**config.mk**
```make
export PLATFORM = sky130hd
export DESIGN_NAME = mem_access_ctrl_flat
export DESIGN_NICKNAME = d
export VERILOG_FILES = /design/src/rtl/cpu_pkg.sv /design/src/rtl/mem_access_ctrl_if.sv /design/src/rtl/mem_timeout_cnt.sv /design/src/rtl/mem_access_ctrl.sv /design/src/flat_wrapper.sv
export SDC_FILE = /design/constraint.sdc
export NUM_CORES = 1
export LEC_CHECK = 0
export ABC_AREA = 1
export ABC_CLOCK_PERIOD_IN_PS = 2800
export CORE_UTILIZATION = 29
export DETAILED_ROUTE_END_ITERATION = 12
export PLACE_DENSITY = 0.58
export SYNTH_ARGS = -nofsm -noshare
export SYNTH_HDL_FRONTEND = slang
export SYNTH_SLANG_ARGS = --single-unit
```
**constraint.sdc**
```tcl
create_clock -name clk -period 2.8 [get_ports clk]
set_input_delay 0.56 -clock clk [delete_from_list [all_inputs] [get_ports clk]]
set_output_delay 0.56 -clock clk [all_outputs]
set_load 0.05 [all_outputs]
```
**src/rtl/cpu_pkg.sv**
```systemverilog
// Shared types for the MEM-stage access sequencer: FSM state encoding and default datapath width.
// Also provides the watchdog counter sizing helper.
package cpu_pkg;

    localparam int DEFAULT_DATA_W = 32;

    typedef enum logic [1:0] {
        IDLE   = 2'd0,
        ACCESS = 2'd1,
        DONE   = 2'd2
    } mem_state_e;

    // Width able to hold 0..limit; a disabled watchdog (limit 0) still gets one bit.
    function automatic int cnt_width(input int limit);
        return (limit < 1) ? 1 : $clog2(limit + 1);
    endfunction

endpackage

```
**src/rtl/mem_access_ctrl_if.sv**
```systemverilog
// Data-memory request bus: the registered req/we/addr/wdata go out, and the 1-cycle ack returns with rdata.
// The request is held until the ack arrives, or until the watchdog gives up.
interface mem_access_ctrl_if #(
    parameter int DATA_W = cpu_pkg::DEFAULT_DATA_W
);
    logic              dmem_req;
    logic              dmem_we;
    logic [DATA_W-1:0] dmem_addr;
    logic [DATA_W-1:0] dmem_wdata;
    logic              dmem_ack;
    logic [DATA_W-1:0] dmem_rdata;

    modport master (
        output dmem_req, dmem_we, dmem_addr, dmem_wdata,
        input  dmem_ack, dmem_rdata
    );

    modport slave (
        input  dmem_req, dmem_we, dmem_addr, dmem_wdata,
        output dmem_ack, dmem_rdata
    );
endinterface

```
**src/rtl/mem_timeout_cnt.sv**
```systemverilog
// Saturating cycle counter for the access watchdog. expired_o is combinational and rises on the
// limit-th enabled cycle; a limit of 0 never expires. No backpressure.
module mem_timeout_cnt #(
    parameter int CNT_W = 8
) (
    input  logic             clk,
    input  logic             rst_n,
    input  logic             clear_i,
    input  logic             enable_i,
    input  logic [CNT_W-1:0] limit_i,
    output logic             expired_o
);

    logic [CNT_W-1:0] cnt_q;
    logic [CNT_W-1:0] cnt_d;
    logic [CNT_W:0]   cnt_inc;

    assign cnt_inc = {1'b0, cnt_q} + (CNT_W + 1)'(1);

    always_comb begin
        cnt_d = cnt_q;
        if (clear_i) begin
            cnt_d = '0;
        end else if (enable_i && (cnt_q != limit_i)) begin
            cnt_d = cnt_inc[CNT_W-1:0];
        end
    end

    always_ff @(posedge clk or negedge rst_n) begin
        if (!rst_n) begin
            cnt_q <= '0;
        end else begin
            cnt_q <= cnt_d;
        end
    end

    // cnt_q counts the enabled cycles already completed, so the current cycle is cnt_q+1.
    assign expired_o = enable_i && (limit_i != '0) && (cnt_inc >= {1'b0, limit_i});

endmodule

```
**src/rtl/mem_access_ctrl.sv**
```systemverilog
// MEM-stage sequencer: issues one registered dmem request per load/store, and stalls the pipeline until ack or watchdog expiry.
// Latency is 1 cycle to req, then ack+1 to DONE; minimum occupancy is 3 cycles. Backpressure is taken from dmem_ack.
module mem_access_ctrl
    import cpu_pkg::*;
#(
    parameter int DATA_W         = DEFAULT_DATA_W,
    parameter int TIMEOUT_CYCLES = 255
) (
    input  logic                clk,
    input  logic                rst_n,
    input  logic                mem_read_mem,
    input  logic                mem_write_mem,
    input  logic [DATA_W-1:0]   alu_result_mem,
    input  logic [DATA_W-1:0]   mem_wdata_mem,
    mem_access_ctrl_if.master   dmem,
    output logic [DATA_W-1:0]   mem_rdata,
    output logic                stall,
    output logic                wb_bubble,
    output logic                timeout_err
);

    localparam int                CNT_W = cnt_width(TIMEOUT_CYCLES);
    localparam logic [CNT_W-1:0]  LIMIT = CNT_W'(TIMEOUT_CYCLES);

    mem_state_e        state_q;
    logic              req_q;
    logic              we_q;
    logic [DATA_W-1:0] addr_q;
    logic [DATA_W-1:0] wdata_q;
    logic [DATA_W-1:0] rdata_q;
    logic              err_q;
    logic              op_pending;
    logic              wd_expired;

    assign op_pending = mem_read_mem | mem_write_mem;

    mem_timeout_cnt #(.CNT_W(CNT_W)) u_timeout_cnt (
        .clk       (clk),
        .rst_n     (rst_n),
        .clear_i   (state_q != ACCESS),
        .enable_i  (state_q == ACCESS),
        .limit_i   (LIMIT),
        .expired_o (wd_expired)
    );

    always_ff @(posedge clk or negedge rst_n) begin
        if (!rst_n) begin
            state_q <= IDLE;
            req_q   <= 1'b0;
            we_q    <= 1'b0;
            addr_q  <= '0;
            wdata_q <= '0;
            rdata_q <= '0;
            err_q   <= 1'b0;
        end else begin
            case (state_q)
                IDLE: begin
                    if (op_pending) begin
                        addr_q  <= alu_result_mem;
                        wdata_q <= mem_wdata_mem;
                        we_q    <= mem_write_mem;
                        req_q   <= 1'b1;
                        state_q <= ACCESS;
                    end
                end
                ACCESS: begin
                    // The ack has priority over a watchdog expiry that falls in the same cycle.
                    if (dmem.dmem_ack) begin
                        req_q   <= 1'b0;
                        if (!we_q) rdata_q <= dmem.dmem_rdata;
                        state_q <= DONE;
                    end else if (wd_expired) begin
                        req_q   <= 1'b0;
                        err_q   <= 1'b1;
                        if (!we_q) rdata_q <= '0;
                        state_q <= DONE;
                    end
                end
                // DONE lets EX/MEM advance; the op still visible there has already been served.
                DONE:    state_q <= IDLE;
                default: state_q <= IDLE;
            endcase
        end
    end

    assign stall = rst_n & (((state_q == IDLE) & op_pending) | (state_q == ACCESS));
    assign wb_bubble = stall;

    assign dmem.dmem_req   = req_q;
    assign dmem.dmem_we    = we_q;
    assign dmem.dmem_addr  = addr_q;
    assign dmem.dmem_wdata = wdata_q;
    assign mem_rdata       = rdata_q;
    assign timeout_err     = err_q;

endmodule

```
**src/flat_wrapper.sv**
```systemverilog
// flat-port wrapper written by rule: the top's interface ports become plain ports
module mem_access_ctrl_flat import cpu_pkg::*;
#(
    parameter int DATA_W         = DEFAULT_DATA_W,
    parameter int TIMEOUT_CYCLES = 255
)
  (clk, rst_n, mem_read_mem, mem_write_mem, alu_result_mem, mem_wdata_mem, mem_rdata, stall, wb_bubble, timeout_err, dmem_dmem_req, dmem_dmem_we, dmem_dmem_addr, dmem_dmem_wdata, dmem_dmem_ack, dmem_dmem_rdata);
  mem_access_ctrl_if #(.DATA_W(DATA_W)) dmem_i ();
  input  logic clk;
  input  logic rst_n;
  input  logic mem_read_mem;
  input  logic mem_write_mem;
  input  logic [DATA_W-1:0] alu_result_mem;
  input  logic [DATA_W-1:0] mem_wdata_mem;
  output logic [DATA_W-1:0] mem_rdata;
  output logic stall;
  output logic wb_bubble;
  output logic timeout_err;
  output wire logic [$bits(dmem_i.dmem_req)-1:0] dmem_dmem_req;
  output wire logic [$bits(dmem_i.dmem_we)-1:0] dmem_dmem_we;
  output wire logic [$bits(dmem_i.dmem_addr)-1:0] dmem_dmem_addr;
  output wire logic [$bits(dmem_i.dmem_wdata)-1:0] dmem_dmem_wdata;
  input wire logic [$bits(dmem_i.dmem_ack)-1:0] dmem_dmem_ack;
  input wire logic [$bits(dmem_i.dmem_rdata)-1:0] dmem_dmem_rdata;
  assign dmem_dmem_req = dmem_i.dmem_req;
  assign dmem_dmem_we = dmem_i.dmem_we;
  assign dmem_dmem_addr = dmem_i.dmem_addr;
  assign dmem_dmem_wdata = dmem_i.dmem_wdata;
  assign dmem_i.dmem_ack = dmem_dmem_ack;
  assign dmem_i.dmem_rdata = dmem_dmem_rdata;
  mem_access_ctrl #(.DATA_W(DATA_W), .TIMEOUT_CYCLES(TIMEOUT_CYCLES)) u_core (.clk(clk), .rst_n(rst_n), .mem_read_mem(mem_read_mem), .mem_write_mem(mem_write_mem), .alu_result_mem(alu_result_mem), .mem_wdata_mem(mem_wdata_mem), .dmem(dmem_i), .mem_rdata(mem_rdata), .stall(stall), .wb_bubble(wb_bubble), .timeout_err(timeout_err));
endmodule
```
==> impl_metrics.json <==
{
  "hold_viol": 0,
  "postCtsResizedCells": 0,
  "synthesis.area_sq_um": 4360,
  "finalCriticalPeriod_ns": 2.40,
  "syn_inst": 498,
  "post-dp-hpwl_mm": 8.09,
  "hold_path.class": "register to register",
  "timing.hold.ws_ns": 0.471,
  "yosys_register_bits": 109,
  "critPathKind": "register to output pin",
  "setup.worst_path.end_class": "output pin",
  "core_region_area_sq_um": 14600,
  "vdd_drop_max_v": 0.000717,
  "clock-sinks": 109,
  "maxCapViolCount": 0,
  "p_int_mw": 4.67,
  "firstDrtPassIters": 4,
  "rsz0062_at_grt": "false",
  "setup_viol": 0,
  "relSlewSlack_pct": 52.7,
  "grt_start_max_net_pins": 67,
  "die_w_um": 125,
  "grt_pass1_wl_mm": 19.3,
  "diodes": 0,
  "yosysWarnings": 0,
  "crit_slowest_cell": "dfrtp_1",
  "ioPinCount": 202,
  "placed_cells": 868,
  "cp.arrival_ns": 1.84,
  "slowest_delay_ns": 0.41,
  "worstMarginPinSlew_ns": 0.710,
  "grt_overflow": 0,
  "combPwrFrac_pct": 57.4,
  "cp_data_required_time_ns": 2.24,
  "totalWireLength_mm": 11.6,
  "start_kind": "register",
  "fin_skew_ns": 0.00656,
  "port_buffers": 201,
  "htreeDepth": 3,
  "insertion_delay_ns": 0.35,
  "cp_max_fo": 10,
  "p_switching_mw": 4.65,
  "start_util_pct": 29.9,
  "p_sw_share_pct": 49.9,
  "worstPathCellList": "nor2_4, clkinv_1, a21boi_1, buf_4",
  "clockPowerShare_pct": 13.5,
  "viasPerCell": 4.31,
  "drc": 0,
  "synthToLayoutAreaGrowth_pct": 57.0,
  "clkTransAtPathRegs_ns": 0.07,
  "cts_tree": "done",
  "globalplace.congestion": 0.756,
  "ant_nets": 0,
  "ys_seq_area_share_pct": 62.6,
  "power-per-cell-area_nw_per_um2": 1360,
  "fin_tns_setup_ns": 0,
  "post-route-util_pct": 46.9,
  "p_seq_share_pct": 29.1,
  "drv_slew": 0,
  "status": "complete, no violations",
  "leakage_nw": 3.36,
  "finalInstanceArea_sq_um": 6850,
  "fin_cells": 883,
  "nets": 799,
  "avgRoutedWirePerCell_um": 13.2,
  "cts_buffer_depth": 2,
  "drtIter0Drc": 135,
  "antenna_found_initial": 0,
  "root_buffer": "clkbuf_16",
  "placed_cell_area_sq_um": 6550,
  "grt_util_all_layers_pct": 15.6,
  "synth_fp_nets": 601,
  "fmax_ghz": 0.417,
  "vias": 3803,
  "synth_cell_types": 27,
  "syn_area_per_cell_sq_um": 8.76,
  "drive_gt1_share_pct": 5.87,
  "die_area_sq_um": 15500,
  "die_h_um": 125,
  "cts_made_buffers": 9,
  "final.period_utilization_pct": 85.7,
  "rows": 44,
  "first_global_vias": 3977
}
-- registers in the layout (all words and copies together), names as in the netlist --
signal / count
u_core.dmem.dmem_addr: 32
u_core.dmem.dmem_wdata: 32
u_core.mem_rdata: 32
u_core.u_timeout_cnt.cnt_q: 8
u_core.state_q: 2
u_core.dmem.dmem_req: 1
u_core.dmem.dmem_we: 1
u_core.timeout_err: 1
-- repair_timing --
item / in CTS / in global routing
buffers inserted: 0 / 0
hold buffers: 1 / 0
endpoints found under the setup margin: 0 / 0
hold endpoints to repair: 2 / 0
-- placed cells by master (no fill, tap or decap), types with 2 or more instances in the layout --
cell type / netlist / final
a21oi_1: 3 / 3
buf_4: 1 / 7
inv_1: 15 / 15
ha_1: 2 / 2
nand2_4: 2 / 2
nand2_1: 300 / 300
o21bai_1: 2 / 2
o21ai_0: 4 / 4
nand2_2: 11 / 11
clkbuf_16: 0 / 9
clkdlybuf4s50_1: 0 / 198
clkinvlp_4: 0 / 2
nor2_4: 2 / 2
dfrtp_1: 109 / 109
nand3_1: 8 / 8
nor2_1: 9 / 9
-- area by class of cell --
type	count	area, sq um
Inverter	17	63.8
Multi-Input combinational cell	352	1470
Fill cell	1414	7740
Sequential cell	109	2730
Timing Repair Buffer	207	2060
Clock inverter	4	50.0
Clock buffer	10	239
Tap cell	184	230
-- critical path: cells and delay by family (launching register included) --
kind	cells	cell delay (ns)
AOI/OAI and AO/OA	1	0.31
buffers and inverters	2	0.58
DFF	1	0.41
and+or+nand+nor	1	0.20
-- path summary, 6_finish.rpt --
check | from | end | slack [ns] | cells after the start
worst min-delay path | u_core.mem_rdata[19] | u_core.mem_rdata[19] | 0.47 | 2
max in group asynchronous | rst_n | u_core.dmem.dmem_wdata[26] | 1.38 | 3
worst max-delay path | u_core.state_q[1] | wb_bubble | 0.40 | 4
worst max register to register | u_core.u_timeout_cnt.cnt_q[1] | u_core.mem_rdata[12] | 0.79 | 11
min in group asynchronous | rst_n | u_core.mem_rdata[5] | 0.54 | 2
worst min register to register | u_core.mem_rdata[19] | u_core.mem_rdata[19] | 0.47 | 2
-- per-layer routing --
layer / wire (um) / GRT usage [%]
met1: 5050 / 18.2
met4: 197 / 5.39
met2: 5580 / 26.4
met3: 801 / 5.46
met5: 0 / 0
-- power groups by stage --
stage,Sequential (mW),Clock (mW),Combinational (mW)
2_1_floorplan,5.05,0,1.13
3_3_place_gp,2.70,0,5.37
3_5_place_dp,2.72,0,5.42
4_1_cts,2.72,1.32,5.43
5_1_grt,2.80,1.37,5.66
6_report,2.71,1.26,5.35
-- Yosys cell counts --
| cell | instances | area [sq um] |
|---|---|---|
| nand2_1 | 300 | 1130 |
| dfrtp_1 | 109 | 2730 |
| inv_1 | 15 | 56.3 |
| clkbuf_1 | 13 | 48.8 |
| nand2_2 | 11 | 68.8 |
| nor2_1 | 9 | 33.8 |
| nand3_1 | 8 | 40.0 |
| o21ai_0 | 4 | 20.0 |
| a21oi_1 | 3 | 15.0 |
| buf_2 | 3 | 15.0 |
| buf_6 | 2 | 22.5 |
| ha_1 | 2 | 25.0 |
| nand2_4 | 2 | 22.5 |
| nor2_4 | 2 | 22.5 |
| o21ai_1 | 2 | 10.0 |
| o21bai_1 | 2 | 15.0 |
| a21boi_0 | 1 | 7.51 |
| a22o_1 | 1 | 8.76 |
| a31oi_1 | 1 | 6.26 |
| buf_12 | 1 | 20.0 |
| buf_4 | 1 | 7.51 |
| clkinv_1 | 1 | 3.75 |
| inv_2 | 1 | 3.75 |
| nand3_2 | 1 | 10.0 |
| nand4_1 | 1 | 6.26 |
| nor3_2 | 1 | 10.0 |
| o31ai_1 | 1 | 7.51 |
-- logic make-up (layout without fill, tap and decap cells) --
kind of cell / count (synthesis) / count (layout) / synth area share (%)
DFF: 109 / 109 / 62.6
AOI/OAI and AO/OA: 15 / 15 / 2.07
and+or+nand+nor: 335 / 335 / 30.7
buffers and inverters: 37 / 238 / 4.07
adders and majority gates: 2 / 2 / 0.574
-- stage by stage --
step	power (mW)	setup WS (ns)
floorplan	6.19	0.206
global placement	8.07	0.602
detailed placement	8.14	0.527
CTS	9.47	0.351
global route	9.84	0.221
finish	9.32	0.400
Note: power is estimated with default switching activity, not from simulation.
